## src/rtl/endstop_conditioner_if.sv

```systemverilog
// Endstop bus between the conditioner (slave) and its consumers (master).
// The latch_clr/latched pair exists only when ENDSTOP_LATCH_EN is defined.
interface endstop_conditioner_if #(
    parameter int WIDTH = 6
);
    logic [WIDTH-1:0] pins_in;
    logic [WIDTH-1:0] endstops;
    logic [WIDTH-1:0] hit_pulse;
    logic             hit_any;
`ifdef ENDSTOP_LATCH_EN
    logic [WIDTH-1:0] latch_clr;
    logic [WIDTH-1:0] latched;
`endif

    modport slave (
        input  pins_in,
`ifdef ENDSTOP_LATCH_EN
        input  latch_clr,
        output latched,
`endif
        output endstops,
        output hit_pulse,
        output hit_any
    );

    modport master (
        output pins_in,
`ifdef ENDSTOP_LATCH_EN
        output latch_clr,
        input  latched,
`endif
        input  endstops,
        input  hit_pulse,
        input  hit_any
    );
endinterface

```

## src/rtl/endstop_conditioner.sv

```systemverilog
// Endstop front end: 2-flop sync, polarity fix, tick-based debounce, hit pulses.
// Define ENDSTOP_LATCH_EN to add the sticky per-channel trip latch.
module endstop_conditioner #(
    parameter int               WIDTH           = 6,
    parameter int               TICK_DIV        = 500,
    parameter int               DEBOUNCE_TICKS  = 4,
    parameter logic [WIDTH-1:0] ACTIVE_LOW_MASK = '0
) (
    input  logic                   clk,
    input  logic                   reset_n,
    endstop_conditioner_if.slave   bus
);

    localparam int TICK_W = (TICK_DIV > 1) ? $clog2(TICK_DIV) : 1;
    localparam int DEB_W  = $clog2(DEBOUNCE_TICKS) + 1;
    localparam logic [TICK_W-1:0] TICK_LAST = TICK_W'(TICK_DIV - 1);
    localparam logic [DEB_W-1:0]  DEB_LAST  = DEB_W'(DEBOUNCE_TICKS - 1);

    logic [WIDTH-1:0]  sync1, sync2;
    logic [WIDTH-1:0]  norm;
    logic [TICK_W-1:0] tick_cnt;
    logic              tick;
    logic [DEB_W-1:0]  deb_cnt [WIDTH];
    logic [WIDTH-1:0]  endstops, endstops_q;
    logic [WIDTH-1:0]  hit_pulse;
    logic              hit_any;

    // Sync flops idle at the inactive pin level so reset release never looks like a trip.
    always_ff @(posedge clk or negedge reset_n) begin
        if (!reset_n) begin
            sync1 <= ACTIVE_LOW_MASK;
            sync2 <= ACTIVE_LOW_MASK;
        end else begin
            // NOTE: non-blocking so sync2 takes the old sync1; blocking would collapse the two stages.
            sync1 <= bus.pins_in;
            sync2 <= sync1;
        end
    end

    assign norm = sync2 ^ ACTIVE_LOW_MASK;
    assign tick = (tick_cnt == TICK_LAST);

    always_ff @(posedge clk or negedge reset_n) begin
        if (!reset_n) begin
            tick_cnt <= '0;
        end else if (tick) begin
            tick_cnt <= '0;
        end else begin
            tick_cnt <= tick_cnt + TICK_W'(1);
        end
    end

    // One agreeing tick clears the count, so only DEBOUNCE_TICKS consecutive disagreements toggle.
    always_ff @(posedge clk or negedge reset_n) begin
        if (!reset_n) begin
            endstops <= '0;
            // NOTE: the counter array is a handful of flops, not a RAM, so it is safe to reset.
            for (int i = 0; i < WIDTH; i++) deb_cnt[i] <= '0;
        end else if (tick) begin
            for (int i = 0; i < WIDTH; i++) begin
                if (norm[i] == endstops[i]) begin
                    deb_cnt[i] <= '0;
                end else if (deb_cnt[i] == DEB_LAST) begin
                    endstops[i] <= ~endstops[i];
                    deb_cnt[i]  <= '0;
                end else begin
                    deb_cnt[i] <= deb_cnt[i] + DEB_W'(1);
                end
            end
        end
    end

    // Pulse and any-hit both trail endstops by one clk.
    always_ff @(posedge clk or negedge reset_n) begin
        if (!reset_n) begin
            endstops_q <= '0;
            hit_pulse  <= '0;
            hit_any    <= 1'b0;
        end else begin
            endstops_q <= endstops;
            hit_pulse  <= endstops & ~endstops_q;
            hit_any    <= |endstops;
        end
    end

    assign bus.endstops  = endstops;
    assign bus.hit_pulse = hit_pulse;
    assign bus.hit_any   = hit_any;

`ifdef ENDSTOP_LATCH_EN
    logic [WIDTH-1:0] latched;

    // Set has priority over clear so a trip in the clearing cycle is never lost.
    always_ff @(posedge clk or negedge reset_n) begin
        if (!reset_n) begin
            latched <= '0;
        end else begin
            latched <= (latched & ~bus.latch_clr) | hit_pulse;
        end
    end

    assign bus.latched = latched;
`endif

endmodule

```

## src/flat_wrapper.sv

```systemverilog
// flat-port wrapper written by rule: the top's interface ports become plain ports
module endstop_conditioner_flat 
#(
    parameter int               WIDTH           = 6,
    parameter int               TICK_DIV        = 500,
    parameter int               DEBOUNCE_TICKS  = 4,
    parameter logic [WIDTH-1:0] ACTIVE_LOW_MASK = '0
)
  (clk, reset_n, bus_pins_in, bus_endstops, bus_hit_pulse, bus_hit_any);
  endstop_conditioner_if #(.WIDTH(WIDTH)) bus_i ();
  input  logic clk;
  input  logic reset_n;
  input wire logic [$bits(bus_i.pins_in)-1:0] bus_pins_in;
  output wire logic [$bits(bus_i.endstops)-1:0] bus_endstops;
  output wire logic [$bits(bus_i.hit_pulse)-1:0] bus_hit_pulse;
  output wire logic [$bits(bus_i.hit_any)-1:0] bus_hit_any;
  assign bus_i.pins_in = bus_pins_in;
  assign bus_endstops = bus_i.endstops;
  assign bus_hit_pulse = bus_i.hit_pulse;
  assign bus_hit_any = bus_i.hit_any;
  endstop_conditioner #(.WIDTH(WIDTH), .TICK_DIV(TICK_DIV), .DEBOUNCE_TICKS(DEBOUNCE_TICKS), .ACTIVE_LOW_MASK(ACTIVE_LOW_MASK)) u_core (.clk(clk), .reset_n(reset_n), .bus(bus_i));
endmodule
```

## config.mk

```make
export PLATFORM = sky130hd
export DESIGN_NAME = endstop_conditioner_flat
export DESIGN_NICKNAME = d
export VERILOG_FILES = /design/src/rtl/endstop_conditioner_if.sv /design/src/rtl/endstop_conditioner.sv /design/src/flat_wrapper.sv
export SDC_FILE = /design/constraint.sdc
export NUM_CORES = 1
export LEC_CHECK = 0
export CORE_MARGIN = 2
export CORE_UTILIZATION = 51
export CTS_BUF_LIST = sky130_fd_sc_hd__clkbuf_2
export DETAILED_ROUTE_END_ITERATION = 7
export PLACE_DENSITY_LB_ADDON = 0.1
export RECOVER_POWER = 50
export SLEW_MARGIN = 5
export SYNTH_ARGS = -nofsm -noshare
export SYNTH_HDL_FRONTEND = slang
export SYNTH_SLANG_ARGS = --single-unit
```

## constraint.sdc

```tcl
create_clock -name clk -period 1.9 [get_ports clk]
set_clock_uncertainty 0.05 [all_clocks]
set_input_delay 0.38 -clock clk [delete_from_list [all_inputs] [get_ports clk]]
set_output_delay 0.38 -clock clk [all_outputs]
set_load 0.01 [all_outputs]
```

; ---- After elaboration in Yosys (flattened, before gate mapping)
; Index checks and enable logic that the tools add are counted.
[classes]
addsub = 7
multipliers = 0
div = 0
n_lt_le_gt_ge = 0
n_eq_ne = 13
shift = 0
muxes = 13
n_bitwise = 14
reduce_logical = 7
[ops]
columns = cell, count
row1 = $mux W3, 12
row2 = $add A3 B1 Y3 const B, 6
row3 = $eq A3 B2 Y1 const B, 6
row4 = $reduce_and A3 Y1, 6
row5 = $not A1 Y1, 12
row6 = $add A9 B1 Y9 const B, 1
row7 = $eq A9 B9 Y1 const B, 1
row8 = $mux W9, 1
row9 = $and A6 B6 Y6, 1
row10 = $eq A1 B1 Y1, 6
row11 = $not A6 Y6, 1
row12 = $reduce_or A6 Y1, 1
[totals]
ff_bits = 58
latchBits = 0
ram_bits = 0
rom_bits = 0
wordCells = 72
n_memories = 0

; ---- Depth between registers and ports, before layout
[depth]
word_depth = 3
ltp_mapped = 7
ltp_nobuf = 4

; ---- Worst setup path after synthesis
; No wires, ideal clock.
[synth_path]
path_kind = register to register
from = register u_core.tick_cnt[0]
to = register u_core.endstops[0], in the netlist u_core.bus.endstops[0]
arrival_time_ps = 1548
slack_ps = 178
path_stages_with_launch = 7
path_buffers = 2
period_less_slack_ps = 1722
cell_sequence = dfrtp_1 > ha_1 > nand4bb_1 > buf_2 > buf_2 > nor3_1 > mux2_2
[synth_between]
elab_chain_cells = 2
[synth_lines]
columns = element, line_no
row1 = start: declaration, endstop_conditioner.sv:21  ; logic [TICK_W-1:0] tick_cnt;
row2 = start signal: assignment, endstop_conditioner.sv:49  ; tick_cnt <= tick_cnt + TICK_W'(1);
row3 = $eq A9 B9 Y1, endstop_conditioner.sv:41  ; assign tick = (tick_cnt == TICK_LAST);
row4 = $reduce_and A3 Y1 (no source line), n/a
row5 = end signal: indexed assignment, endstop_conditioner.sv:64  ; endstops[i] <= ~endstops[i];
row6 = end: declaration, endstop_conditioner.sv:24  ; logic [WIDTH-1:0] endstops, endstops_q;
; Every way passes these cells.
; A chain may end at the register's enable or synchronous reset.

; ---- Worst setup path after layout
[layout_path]
from = register u_core.endstops[2], in the netlist u_core.bus.endstops[2]
to = output bus_endstops[2]
[layout_lines]
columns = element, line_no
row1 = end: declaration, flat_wrapper.sv:14  ; output wire logic [$bits(bus_i.endstops)-1:0] bus_endstops;
; No word-level cell between the ends.

==> summary.txt <==
Outcome
  – Status: finished clean

Timing
  – Count of pins over their slew limit: 0
  – Unrepaired setup endpoints after global routing: no
  – Period utilisation layout: 94.6%
  – TNS Setup: 0 ns
  – Tmin final: 1.80 ns
  – Fmax: 556 MHz
  – Max_slew headroom: 14.7%
  – Worst Tran Pin Value: 1.28 ns
  – Final setup vio count: 0
  – Final hold viol count: 0

Floorplanning
  – Die width: 71.3 um
  – CORE AREA: 4350 um^2
  – Core Rows: 24
  – Die H: 71.3 um
  – Ports: 21
  – Initial core utilization: 53.0%
  – DIE AREA: 5080 um^2

CTS
  – Total CTS buffers: 9
  – CTS max path bufs: 2
  – TritonCTS clock tree: yes
  – CTS Sinks: 58
  – Worst-path clk slew: 0.15 ns
  – H-tree Lvls: 3
  – Clk root buf: clkbuf_2
  – Worst-Skew Late Latency: 0.45 ns

Power and ir drop
  – Power Density: 693 nW/um^2
  – Post-layout power: 1.86 mW
  – Peak supply drop: 0.000531 V
  – Leakage Power: 1.28 nW

Layout
  – Area Overhead vs Synth: 16.1%
  – Fillcell total: 354
  – Final instance area: 2680 um^2
  – Seq. cell area: 1460 um^2
  – Multi-input gate area: 786 um^2
  – Post-layout util: 61.5%
  – Post-layout net count: 227
  – Layout cell share with drive strength beyond 1: 17.2%
  – ANT cells: 0

Critical path
  – Startpoint Class: register
  – Required @ worst endpoint: 1.47 ns
  – Data arrival, critical path: 1.37 ns
  – CP endpoint kind: output pin
  – Max incr delay on CP: 0.53 ns
  – Worst path cell trace: clkdlybuf4s50_1
  – Largest delay share family, worst path: buffers and inverters
  – Crit-path max FO: 2
  – Worst Path Class, Setup: register to output pin
  – Slowest cell on crit path: clkdlybuf4s50_1
  – CP bufs+invs: 1

Route
  – Drt total wl: 4040 um
  – DR pass1 iterations: 4
  – Routed vias/inst: 5.34
  – DR WL/cell: 15.1 um
  – Initial DRC count: 56
  – Vias: 1427
  – Final ANT Viol Nets: 0
  – DR DRC count: 0

Yosys
  – Ys Warns: 0
  – Count leader, synth: dfrtp_1
  – Synth Flop Type: dfrtp_1
  – Sequential share of the synthesized area: 62.9%
  – Post-Syn Instances: 174
  – Mean Syn Cell Area: 13.3 um^2
  – Yosys cell types: 32
  – Synthesized Nets: 189
  – EDFF count, synth: 0
  – Top cell type's share of synthesized area: 62.9%
  – Commonest cells post-synth: 58 x dfrtp_1, 12 x mux2_2, 11 x nor2_1
  – Post-synth ARST share: 100%
  – Yosys reg bits: 58
  – Synth area leaders: dfrtp_1 63%, mux2_2 5.9%, ha_1 3.8%, xnor2_1 3.4%, nor2b_1 2.4%
  – Post-synth top area cell: dfrtp_1
  – Synthesized area: 2310 um^2

Place
  – HPWL Detailed: 2740 um
  – Routability congestion estimate: 0.767
  – Buffers on Ports: 20
  – Placement Cell Area: 2580 um^2

GRT
  – Total congestion overflow: 0
  – Largest net degree at the start of global routing: 38
  – Initial antenna violation count: 0
  – First-pass GRT wire length: 7020 um
  – Total track usage: 18.5%
  – Vias in the first global route: 1535

Min path
  – HP Class: register to register

Job
  – Max-Cap Viols: 0
==> worst register-to-register path: stages (launching register included) <==
cell	delay (ns)
dfrtp_1	0.43
ha_1	0.19
nand4bb_1	0.14
or2_1	0.46
mux2_2	0.35
==> layer usage <==
layer,vias up,track usage (%),part of all wire [%]
met3,4,7.74,3.8
met4,0,6.29,0.79
met1,715,22.0,43
met2,23,30.5,53
met5,-,0,0
li1,685,-,-
==> report_power, final <==
part | internal, mW | switching (mW) | leakage (nW)
registers | 1.25 | 0.00585 | 0.763
logic | 0.0206 | 0.0327 | 0.461
clock network | 0.145 | 0.406 | 0.0546
==> metrics by stage <==
stage          hold WS (ns)  setup WS [ns]  instances
4_1_cts               0.249         0.0281        267
2_1_floorplan        0.0344          0.178        174
6_report              0.314          0.102        267
5_1_grt               0.327        0.00736        267
3_5_place_dp          0.286          0.175        247
3_3_place_gp          0.284          0.247        247
==> flip-flops by register name, summed over array words and instances (netlist names) <==
| name | count |
|---|---|
| u_core.endstops_q | 6 |
| u_core.bus.hit_any | 1 |
| u_core.sync1 | 6 |
| u_core.bus.hit_pulse | 6 |
| u_core.tick_cnt | 9 |
| u_core.deb_cnt | 18 |
| u_core.bus.endstops | 6 |
| u_core.norm | 6 |
==> what timing repair did <==
action | CTS | global route
buffers inserted | 5 | 0
resized for setup | 5 | 1
hold buffers | 1 | 0
hold endpoints to repair | 21 | 0
setup endpoints to repair | 6 | 1
==> cell type report <==
cell class	instances	area share, %
Sequential cell	58	54.3
Multi-Input combinational cell	106	29.3
Timing Repair Buffer	34	10.9
Tap cell	52	2.43
Clock buffer	9	1.68
Clock inverter	5	0.887
Inverter	3	0.420
==> final timing paths <==
path	start	end	slack, ns	depth (start not counted)
min in group asynchronous	reset_n	u_core.tick_cnt[8]	0.66	2
max	u_core.bus.endstops[2]	bus_endstops[2]	0.10	1
min reg2reg	u_core.sync1[2]	u_core.norm[2]	0.31	0
max in group asynchronous	reset_n	u_core.bus.endstops[2]	0.31	3
max reg2reg	u_core.tick_cnt[0]	u_core.deb_cnt[15]	0.17	4
min	u_core.sync1[2]	u_core.norm[2]	0.31	0
==> logic make-up (layout without fill, tap and decap cells) <==
| logic type | Yosys count | after routing | synth area share [%] |
|---|---|---|---|
| AO/OA/AOI/OAI | 21 | 21 | 6.18 |
| XOR/XNOR | 9 | 9 | 3.42 |
| adder cells (fa/ha/maj) | 7 | 7 | 3.80 |
| buffers and inverters | 10 | 51 | 3.04 |
| flip-flops | 58 | 58 | 62.9 |
| multiplexers | 12 | 12 | 5.86 |
| AND/OR/NAND/NOR | 57 | 57 | 14.8 |
==> placed cells by master, fill, tap and decap left out, types with 2 or more instances in the layout <==
master / count
clkbuf_1: 7
o21a_1: 6
inv_1: 3
o21ai_0: 6
dlygate4sd3_1: 7
nor3b_1: 3
xnor2_1: 9
buf_4: 6
dfrtp_2: 3
dfrtp_1: 55
nor2b_1: 9
nor4b_2: 2
nand3_1: 4
or3_1: 3
clkinv_2: 4
ha_1: 7
nand4_1: 2
clkdlybuf4s50_1: 11
nor2_1: 11
clkbuf_2: 9
a22o_1: 4
nor3_1: 6
mux2_2: 12
nand2b_1: 6
nand2_1: 3
a21oi_1: 2
nor4b_1: 2
No activity file was read; power rests on OpenSTA's default activity.
